File: src/rtl/br_amba_pkg.sv
// Shared AMBA widths and response encodings.
// Pure constants: no latency, no flow control.
package br_amba;
  localparam int AxiProtWidth = 3;
  localparam int AxiRespWidth = 2;
  localparam int ApbProtWidth = 3;

  localparam logic [AxiRespWidth-1:0] AxiRespOkay   = 2'b00;
  localparam logic [AxiRespWidth-1:0] AxiRespExokay = 2'b01;
  localparam logic [AxiRespWidth-1:0] AxiRespSlverr = 2'b10;
  localparam logic [AxiRespWidth-1:0] AxiRespDecerr = 2'b11;
endpackage

File: src/rtl/br_amba_addr_decode.sv
// Base/mask address matcher; lowest matching index wins, hit flags any match.
// Purely combinational, no flow control.
module br_amba_addr_decode #(
  parameter int NumTargets = 2,
  parameter int AddrWidth  = 12,
  parameter logic [NumTargets-1:0][AddrWidth-1:0] TargetBase = '0,
  parameter logic [NumTargets-1:0][AddrWidth-1:0] TargetMask = '0
) (
  input  logic [AddrWidth-1:0]  addr,
  output logic [NumTargets-1:0] onehot,
  output logic                  hit
);
  always_comb begin
    onehot = '0;
    hit    = 1'b0;
    for (int i = 0; i < NumTargets; i++) begin
      if (!hit && ((addr & TargetMask[i]) == TargetBase[i])) begin
        onehot[i] = 1'b1;
        hit       = 1'b1;
      end
    end
  end
endmodule

File: src/rtl/br_arb_rr.sv
// Round-robin arbiter: combinational grant, priority pointer moves past the winner.
// Zero latency; pointer only advances when enable_priority_update is high and a grant is made.
module br_arb_rr #(
  parameter int NumRequesters = 2
) (
  input  logic                     clk,
  input  logic                     rst,
  input  logic                     enable_priority_update,
  input  logic [NumRequesters-1:0] request,
  output logic [NumRequesters-1:0] grant
);
  localparam int PtrWidth = (NumRequesters > 1) ? $clog2(NumRequesters) : 1;

  logic [PtrWidth-1:0] prio, prio_next;

  // First pass covers indices at/after the pointer, second pass wraps to the rest.
  always_comb begin
    grant     = '0;
    prio_next = prio;
    for (int i = 0; i < NumRequesters; i++) begin
      if (grant == '0 && request[i] && i >= int'(prio)) grant[i] = 1'b1;
    end
    for (int i = 0; i < NumRequesters; i++) begin
      if (grant == '0 && request[i]) grant[i] = 1'b1;
    end
    for (int i = 0; i < NumRequesters; i++) begin
      if (grant[i]) prio_next = (i == NumRequesters - 1) ? '0 : PtrWidth'(i + 1);
    end
  end

  always_ff @(posedge clk) begin
    if (rst) begin
      prio <= '0;
    end else if (enable_priority_update && (grant != '0)) begin
      prio <= prio_next;
    end
  end
endmodule

File: src/rtl/br_amba_axil2apb_demux.sv
// AXI4-Lite to multi-target APB bridge; grant->Resp in 3+ cycles (1 on DECERR, 2+N on timeout).
// One transfer in flight; AXI readies only in Idle, response held until bready/rready.
module br_amba_axil2apb_demux #(
  parameter int AddrWidth     = 12,
  parameter int DataWidth     = 32,
  parameter int NumTargets    = 2,
  parameter logic [NumTargets-1:0][AddrWidth-1:0] TargetBase = '0,
  parameter logic [NumTargets-1:0][AddrWidth-1:0] TargetMask = '0,
  parameter int TimeoutCycles = 0
) (
  input  logic                              clk,
  input  logic                              rst,
  input  logic [AddrWidth-1:0]              awaddr,
  input  logic [br_amba::AxiProtWidth-1:0]  awprot,
  input  logic                              awvalid,
  output logic                              awready,
  input  logic [DataWidth-1:0]              wdata,
  input  logic [DataWidth/8-1:0]            wstrb,
  input  logic                              wvalid,
  output logic                              wready,
  output logic [br_amba::AxiRespWidth-1:0]  bresp,
  output logic                              bvalid,
  input  logic                              bready,
  input  logic [AddrWidth-1:0]              araddr,
  input  logic [br_amba::AxiProtWidth-1:0]  arprot,
  input  logic                              arvalid,
  output logic                              arready,
  output logic [DataWidth-1:0]              rdata,
  output logic [br_amba::AxiRespWidth-1:0]  rresp,
  output logic                              rvalid,
  input  logic                              rready,
  output logic [AddrWidth-1:0]              paddr,
  output logic [NumTargets-1:0]             psel,
  output logic                              penable,
  output logic                              pwrite,
  output logic [br_amba::ApbProtWidth-1:0]  pprot,
  output logic [DataWidth/8-1:0]            pstrb,
  output logic [DataWidth-1:0]              pwdata,
  input  logic [NumTargets*DataWidth-1:0]   prdata,
  input  logic [NumTargets-1:0]             pready,
  input  logic [NumTargets-1:0]             pslverr
);
  import br_amba::*;

  localparam int StrbWidth = DataWidth / 8;
  localparam int CntWidth  = (TimeoutCycles > 0) ? $clog2(TimeoutCycles + 1) : 1;

  typedef enum logic [3:0] {
    Idle   = 4'b0001,
    Setup  = 4'b0010,
    Access = 4'b0100,
    Resp   = 4'b1000
  } state_e;

  typedef struct packed {
    logic [AddrWidth-1:0]    addr;
    logic [AxiProtWidth-1:0] prot;
    logic [DataWidth-1:0]    data;
    logic [StrbWidth-1:0]    strb;
    logic                    write;
  } req_t;

  state_e                  state, state_next;
  req_t                    req, req_in;
  logic [1:0]              arb_req, arb_gnt, idle_gnt;
  logic                    granted;
  logic [NumTargets-1:0]   tgt, dec_onehot;
  logic                    dec_hit;
  logic [AxiRespWidth-1:0] resp;
  logic [DataWidth-1:0]    rdata_q, sel_prdata;
  logic                    sel_pready, sel_pslverr;
  logic [CntWidth-1:0]     tmo_cnt, tmo_cnt_inc;
  logic                    tmo_hit;

  // Requester 0 is the write (needs both AW and W), requester 1 the read.
  assign arb_req = {arvalid, awvalid & wvalid};

  br_arb_rr #(.NumRequesters(2)) u_arb (
    .clk                    (clk),
    .rst                    (rst),
    .enable_priority_update (state == Idle),
    .request                (arb_req),
    .grant                  (arb_gnt)
  );

  assign idle_gnt = arb_gnt & {2{state == Idle}};
  assign granted  = |idle_gnt;
  assign awready  = idle_gnt[0];
  assign wready   = idle_gnt[0];
  assign arready  = idle_gnt[1];

  always_comb begin
    req_in.write = idle_gnt[0];
    req_in.addr  = idle_gnt[0] ? awaddr : araddr;
    req_in.prot  = idle_gnt[0] ? awprot : arprot;
    req_in.data  = idle_gnt[0] ? wdata : '0;
    req_in.strb  = idle_gnt[0] ? wstrb : '0;
  end

  br_amba_addr_decode #(
    .NumTargets (NumTargets),
    .AddrWidth  (AddrWidth),
    .TargetBase (TargetBase),
    .TargetMask (TargetMask)
  ) u_dec (
    .addr   (req_in.addr),
    .onehot (dec_onehot),
    .hit    (dec_hit)
  );

  always_comb begin
    sel_prdata  = '0;
    sel_pready  = 1'b0;
    sel_pslverr = 1'b0;
    for (int i = 0; i < NumTargets; i++) begin
      if (tgt[i]) begin
        sel_prdata  = sel_prdata | prdata[i*DataWidth +: DataWidth];
        sel_pready  = sel_pready | pready[i];
        sel_pslverr = sel_pslverr | pslverr[i];
      end
    end
  end

  // Counter value after the current Access cycle; reaching the limit ends the transfer.
  assign tmo_cnt_inc = (tmo_cnt == '1) ? tmo_cnt : tmo_cnt + CntWidth'(1);
  assign tmo_hit     = (TimeoutCycles > 0) && (tmo_cnt_inc == CntWidth'(TimeoutCycles));

  always_comb begin
    state_next = state;
    unique case (state)
      Idle:    if (granted) state_next = dec_hit ? Setup : Resp;
      Setup:   state_next = Access;
      Access:  if (sel_pready || tmo_hit) state_next = Resp;
      Resp:    if (req.write ? bready : rready) state_next = Idle;
      default: state_next = Idle;
    endcase
  end

  always_ff @(posedge clk) begin
    if (rst) state <= Idle;
    else     state <= state_next;
  end

  always_ff @(posedge clk) begin
    if (rst) begin
      req     <= '0;
      tgt     <= '0;
      resp    <= AxiRespOkay;
      rdata_q <= '0;
      tmo_cnt <= '0;
    end else begin
      unique case (state)
        Idle: if (granted) begin
          req     <= req_in;
          tgt     <= dec_onehot;
          resp    <= dec_hit ? AxiRespOkay : AxiRespDecerr;
          rdata_q <= '0;
        end
        Setup: tmo_cnt <= '0;
        Access: begin
          tmo_cnt <= tmo_cnt_inc;
          if (sel_pready) begin
            rdata_q <= req.write ? '0 : sel_prdata;
            resp    <= sel_pslverr ? AxiRespSlverr : AxiRespOkay;
          end else if (tmo_hit) begin
            rdata_q <= '0;
            resp    <= AxiRespSlverr;
          end
        end
        default: ;
      endcase
    end
  end

  assign psel    = tgt & {NumTargets{(state == Setup) || (state == Access)}};
  assign penable = (state == Access);
  assign paddr   = req.addr;
  assign pwrite  = req.write;
  assign pprot   = req.prot;
  assign pstrb   = req.strb;
  assign pwdata  = req.data;
  assign bvalid  = (state == Resp) && req.write;
  assign rvalid  = (state == Resp) && !req.write;
  assign bresp   = resp;
  assign rresp   = resp;
  assign rdata   = rdata_q;

  if (AddrWidth < 12) begin : g_chk_aw
    $error("AddrWidth must be at least 12");
  end
  if (DataWidth != 32 && DataWidth != 64) begin : g_chk_dw
    $error("DataWidth must be 32 or 64");
  end
  if (NumTargets < 1) begin : g_chk_nt
    $error("NumTargets must be at least 1");
  end
  if (TimeoutCycles < 0) begin : g_chk_tmo
    $error("TimeoutCycles must be non-negative");
  end
  for (genvar g = 0; g < NumTargets; g++) begin : g_chk_base
    if ((TargetBase[g] & ~TargetMask[g]) != '0) begin : g_bad
      $error("TargetBase has bits outside TargetMask");
    end
  end

`ifndef SYNTHESIS
  a_psel_onehot0: assert property (@(posedge clk) disable iff (rst) $onehot0(psel));
`endif
endmodule

File: config.mk
export PLATFORM = sky130hd
export DESIGN_NAME = br_amba_axil2apb_demux
export DESIGN_NICKNAME = d
export VERILOG_FILES = /design/src/rtl/br_amba_pkg.sv /design/src/rtl/br_amba_addr_decode.sv /design/src/rtl/br_arb_rr.sv /design/src/rtl/br_amba_axil2apb_demux.sv
export SDC_FILE = /design/constraint.sdc
export NUM_CORES = 1
export LEC_CHECK = 0
export CORE_AREA = 3 3 102 104
export CTS_CLUSTER_DIAMETER = 150
export DETAILED_ROUTE_END_ITERATION = 12
export DIE_AREA = 0 0 105 107
export PLACE_DENSITY = 0.83
export SETUP_SLACK_MARGIN = 0.5
export SYNTH_ARGS = -nofsm -noshare
export SYNTH_HDL_FRONTEND = slang
export SYNTH_SLANG_ARGS = --single-unit
export TNS_END_PERCENT = 10
File: constraint.sdc
create_clock -name clk -period 4.5 [get_ports clk]
set_clock_uncertainty 0.15 [all_clocks]
set_input_delay 0.9 -clock clk [delete_from_list [all_inputs] [get_ports clk]]
set_output_delay 0.9 -clock clk [all_outputs]
set_load 0.02 [all_outputs]
==> flow_summary.toml, run 1 <==
[run_status]
status = "complete, no violations"

[grt]
grt_pass1_wl_mm = 17.5
gr-usage-all-layers_pct = 19.4
grt_pass1_vias = 3447
grt.overflow.total = 0
grt_max_degree = 65
grt_antenna_before_repair = 0

[worst_hold_path]
hold_path_startpoint = "pwdata[14]$_SDFFE_PP0P_"
min_path_type = "flip-flop to flip-flop"

[detailed_routing]
drtIter0Drc = 138
antenna_left = 0
wl_met3_um = 845
wire_per_inst_um = 16.3
drc = 0
wl_mm = 11.0
drtPass1Iterations = 4
vias_per_cell = 5.17
maxUsedRoutingLayer = "met4"
met2_length_mm = 5.44
dr_total_vias = 3479
met1_length_mm = 4.43

[setup_path]
crit_type = "input port to output port"
worst_ep_arrival_time_ns = 2.51
critPathMostFrequentCell = "clkdlybuf4s50_1"
cp-start-kind = "input port"
max_stage_delay_ns = 0.67
r2r_start = "state[0]$_SDFFE_PP1P_"
slowest_stage = "clkdlybuf4s50_1"
end_kind = "output port"
startpoint = "awvalid"
crit_path_cell_trace = "clkdlybuf4s50_1, nand2_1, nor3b_4, clkdlybuf4s50_1"
cp_data_required_time_ns = 3.45
worst-path-max-fanout = 7

[sta]
fin_crit_sh_pct = 79.1
finalSetupTns_ns = 0
setup_viol = 0
relSlewSlack_pct = 36.7
period_needed_ns = 3.56
slew_violations = 0
fmax_mhz = 281
tightest_slew_ns = 0.948
hold_viol_final = 0
rsz0062_at_grt = "false"

[clock_network]
hold_buffers = 0
cts_sinks = 91
clockBufferDepth = 2
clk_latency_ns = 0.35
htreeDepth = 3
numCtsBuffers = 9
post_cts_buffers = 0
path_clk_slew_ns = 0.08
post_cts_resized = 0
root_buffer = "clkbuf_8"
cts_tree = "done"

[power_and_ir_drop]
p_per_area_nw_per_um2 = 325
vdd_drop_max_uv = 169
p_total_mw = 1.91
p_leak_nw = 2.16

[die]
start_util_pct = 38.7
core_area_sq_um = 9640
dieArea_sq_um = 11200
rows = 36
die_w_um = 105
pin_count = 237
dieHeight_um = 107

[final_layout]
areaGrowthSynthToFinish_pct = 57.8
drive_above_1_share_pct = 13.7
nets = 678
final_core_util_pct = 61.1
diodes = 0

[logic_synthesis]
synth_area_per_cell_sq_um = 10.4
netlist_instances = 359
ys_seq_elements = 91
synth_area_leaders = "dfxtp_1 49%, nor4b_1 8.2%, a31o_2 6.3%, a22oi_1 5.2%, nor2_1 4.6%"
synth_cell_type_count = 37
ys_warn_count = 0
synth_top_area_cell = "dfxtp_1"
seq_area_frac_synth_pct = 48.8
synth_top_area_share_pct = 48.8
synthesis.area_sq_um = 3730

[placed_design]
io_buffer_count = 199
routabilityCongestion = 0.726
hpwl_mm = 7.76

[flow_run]
maxCapViolCount = 0
[layer usage]
metal / vias up / GRT usage, %
met2: 142 / 33.7
li1: 1677 / -
met1: 1642 / 22.1
met4: 0 / 8.53
met3: 18 / 5.72
met5: - / 0
[critical path: cells and delay by family]
kind,cells,cell delay (ns)
buf+inv,2,1.18
simple gates,2,0.43
[final timing paths]
check	end	slack, ns	cells after the start
setup / recovery	wready	0.94	4
hold / removal	pwdata[14]$_SDFFE_PP0P_	0.35	2
setup reg to reg	rdata[27]$_SDFFE_PP0P_	2.19	5
hold reg to reg	pwdata[14]$_SDFFE_PP0P_	0.35	2
[cells in the final DEF, fill, tap and decap left out, drive strengths merged, types with 2 or more instances in the layout]
cell type / n
clkdlybuf4s50: 198
dfxtp: 91
nor2: 57
a22oi: 36
nor4b: 35
a31o: 32
mux2i: 16
a211oi: 15
clkbuf: 11
buf: 9
nand2: 5
a21oi: 4
o21ai: 3
conb: 3
nor2b: 3
and2: 2
o211a: 2
nand3: 2
o21a: 2
clkinv: 2
[stage by stage]
step                      cell area [sq um]  worst slack, ns  cells  hold WS, ns
after floorplan                        3740             1.85    361        0.313
after global placement                 5710            0.965    659        0.327
after global routing                   5890            0.841    673        0.380
final                                  5890            0.940    673        0.351
after CTS                              5890            0.945    673        0.352
after detailed placement               5710            0.949    659        0.337
[synthesized netlist by cell type]
library cell and number:
o21ai_0 3, inv_1 1, a31o_1 5, buf_6 6
nand3_1 2, a211oi_1 15, nor2b_1 2, buf_4 11
o211a_1 2, or4b_4 1, nor2_1 46, nor4_1 1
buf_8 1, nor3b_2 1, o21a_1 2, nand2_1 5
mux2i_1 16, a21oi_1 4, a22oi_2 10, and2_1 2
a22oi_1 26, nand2b_1 1, buf_2 6, buf_1 1
nor3_1 1, conb_1 1, nor2b_2 1, xor2_1 1
clkbuf_1 17, nor4b_1 35, a31o_2 27, nor2_2 11
and3b_1 1, or2_1 1, and4_1 1, a41o_1 1
dfxtp_1 91
[logic make-up (layout without fill, tap and decap cells)]
logic type	count (synthesis)	in the layout	synth area share [%]
xor+xnor	1	1	0.235
mux	16	16	4.29
compound gates	95	95	21.3
other cells	1	3	0.100
buf+inv	43	222	7.14
flops	91	91	48.8
simple gates	112	112	18.2
[sequential cells by signal, indices dropped and copies added, names as in the netlist, 3 cells and up]
| name | flops |
|---|---|
| paddr | 12 |
| state | 4 |
| pprot | 3 |
| rdata | 32 |
| pstrb | 4 |
| pwdata | 32 |
[report_power, final]
part           internal (mW)  switching [mW]  total, mW
clock                  0.264           0.264      0.528
sequential             0.854          0.0326      0.887
combinational          0.238           0.260      0.498
total                   1.36           0.557       1.91
[final cells by class]
class / instances / area [sq um]
timing repair buffer: 207 / 2050
fill: 826 / 3750
sequential: 91 / 1820
multi-input combinational: 227 / 1670
clock inverter: 3 / 40.0
inverter: 1 / 3.75
tap: 133 / 166
clock buffer: 11 / 141
Power figures use the tool's default switching activity.
==> inputs of run 2 (changes only) <==
- CORE_AREA: 3 3 102 104 -> 3 3 111 113
- DIE_AREA: 0 0 105 107 -> 0 0 114 116
- PLACE_DENSITY: 0.83 -> 0.74
- clock period: 4.5 -> 3 ns (I/O delays scaled with it)
==> flow_summary.toml, run 2 (synthesis results as in run 1) <==
[setup_path]
end_kind = "output port"
crit_type = "flip-flop to output port"
worst-path-max-fanout = 6
cp_data_required_time_ns = 2.25
cp.buffers_inverters = 1
max_stage_delay_ns = 0.62
worst_ep_arrival_time_ns = 1.82
slowest_stage = "clkdlybuf4s50_1"
cp-start-kind = "flip-flop"
crit_path_cell_trace = "nor4b_4, and2_1, clkdlybuf4s50_1"
crit_family = "buffers and inverters"

[clock_network]
clockBufferDepth = 2
cts_tree = "done"
root_buffer = "clkbuf_16"
htreeDepth = 3
post_cts_buffers = 0
path_clk_slew_ns = 0.06
cts_sinks = 91
clk_latency_ns = 0.33
hold_buffers = 0
numCtsBuffers = 9

[final_layout]
drive_above_1_share_pct = 16.5
final_core_util_pct = 53.8
nets = 683
final_common_cell = "clkdlybuf4s50_1"
design_area_sq_um = 6140
areaGrowthSynthToFinish_pct = 64.6
instances_no_fill = 690
nFillCells = 1028
final_cell_mix = "193 x clkdlybuf4s50_1, 88 x dfxtp_1, 45 x nor2_1"
diodes = 0

[sta]
period_needed_ns = 2.57
hold_slack_ns = 0.349
setup_slack_ns = 0.427
setup_viol = 0
relSlewSlack_pct = 56.4
slew_violations = 0
finalSetupTns_ns = 0
hold_viol_final = 0
rsz0062_at_grt = "true"
fin_crit_sh_pct = 85.8
fmax_mhz = 389
tightest_slew_ns = 0.655

[placed_design]
dpl_cell_area_sq_um = 5770
pre_cts_ws_ns = 0.100
routabilityCongestion = 0.749
io_buffer_count = 199
hpwl_mm = 8.03
post-place-cells = 674

[grt]
use_met3_pct = 5.59
globalRouteMet1Util_pct = 18.6
gr-max-usage-layer = "met2"
grt.overflow.total = 0
grt_pass1_vias = 3389
grt_pass1_wl_mm = 17.2
grt_antenna_before_repair = 0
grt_util_met2_pct = 28.3
grt_max_degree = 62
gr-usage-all-layers_pct = 16.2

[power_and_ir_drop]
p_leak_nw = 2.30
vdd_drop_max_uv = 248
p_total_mw = 3.36
p_per_area_nw_per_um2 = 548

[die]
core_area_sq_um = 11400
start_util_pct = 32.7
dieArea_sq_um = 13200
die_w_um = 114
rows = 39
pin_count = 237
dieHeight_um = 116

[detailed_routing]
wire_per_inst_um = 16.2
drtIter0Drc = 199
wl_mm = 11.1
antenna_left = 0
drtPass1Iterations = 5
dr_total_vias = 3448
drc = 0
vias_per_cell = 5.00

[worst_hold_path]
min_path_type = "flip-flop to flip-flop"

[run_status]
status = "complete, no violations"

[flow_run]
maxCapViolCount = 0
==> run 2: cell type report <==
class | count | area, sq um | area share (%)
clock inverters | 3 | 67.6 | 1.10
multi-input cells | 227 | 1700 | 27.6
clock buffers | 13 | 280 | 4.56
well taps | 143 | 179 | 2.91
repair buffers | 212 | 2090 | 34.0
inverters | 1 | 3.75 | 0.0611
flip-flops and latches | 91 | 1830 | 29.7
==> run 2: worst paths after layout <==
check / start / to / slack (ns) / cells after the start
setup reg to reg: state[3]$_SDFFE_PP0P_ / pwdata[30]$_SDFFE_PP0P_ / 0.84 / 5
setup / recovery: state[3]$_SDFFE_PP0P_ / bvalid / 0.43 / 3
hold / removal: paddr[2]$_SDFFE_PP0P_ / paddr[2]$_SDFFE_PP0P_ / 0.35 / 2
hold reg to reg: paddr[2]$_SDFFE_PP0P_ / paddr[2]$_SDFFE_PP0P_ / 0.35 / 2
==> run 2: routing by layer <==
layer / wire (um) / share of wire [%]
met5: 0 / 0
met4: 136 / 1.2
met3: 1060 / 9.5
met2: 5540 / 50
met1: 4410 / 40
==> run 2: repair_timing <==
| item | CTS | global route |
|---|---|---|
| setup endpoints to repair | 7 | 6 |
| gates resized for setup | 18 | 1 |
| pin swaps | 0 | 0 |
==> run 2: report_power, final <==
group,internal [mW],leakage (nW),switching (mW)
registers,1.28,0.740,0.0540
clock network,0.821,0.168,0.442
logic,0.368,1.39,0.395
total,2.47,2.30,0.890
==> run 2: worst reg2reg max path, delay by kind of cell, from the launching register on <==
kind	cells	cell delay, ns
flip-flops	1	0.37
AND/OR/NAND/NOR	3	0.98
buffers and inverters	1	0.43
AO/OA/AOI/OAI	1	0.16
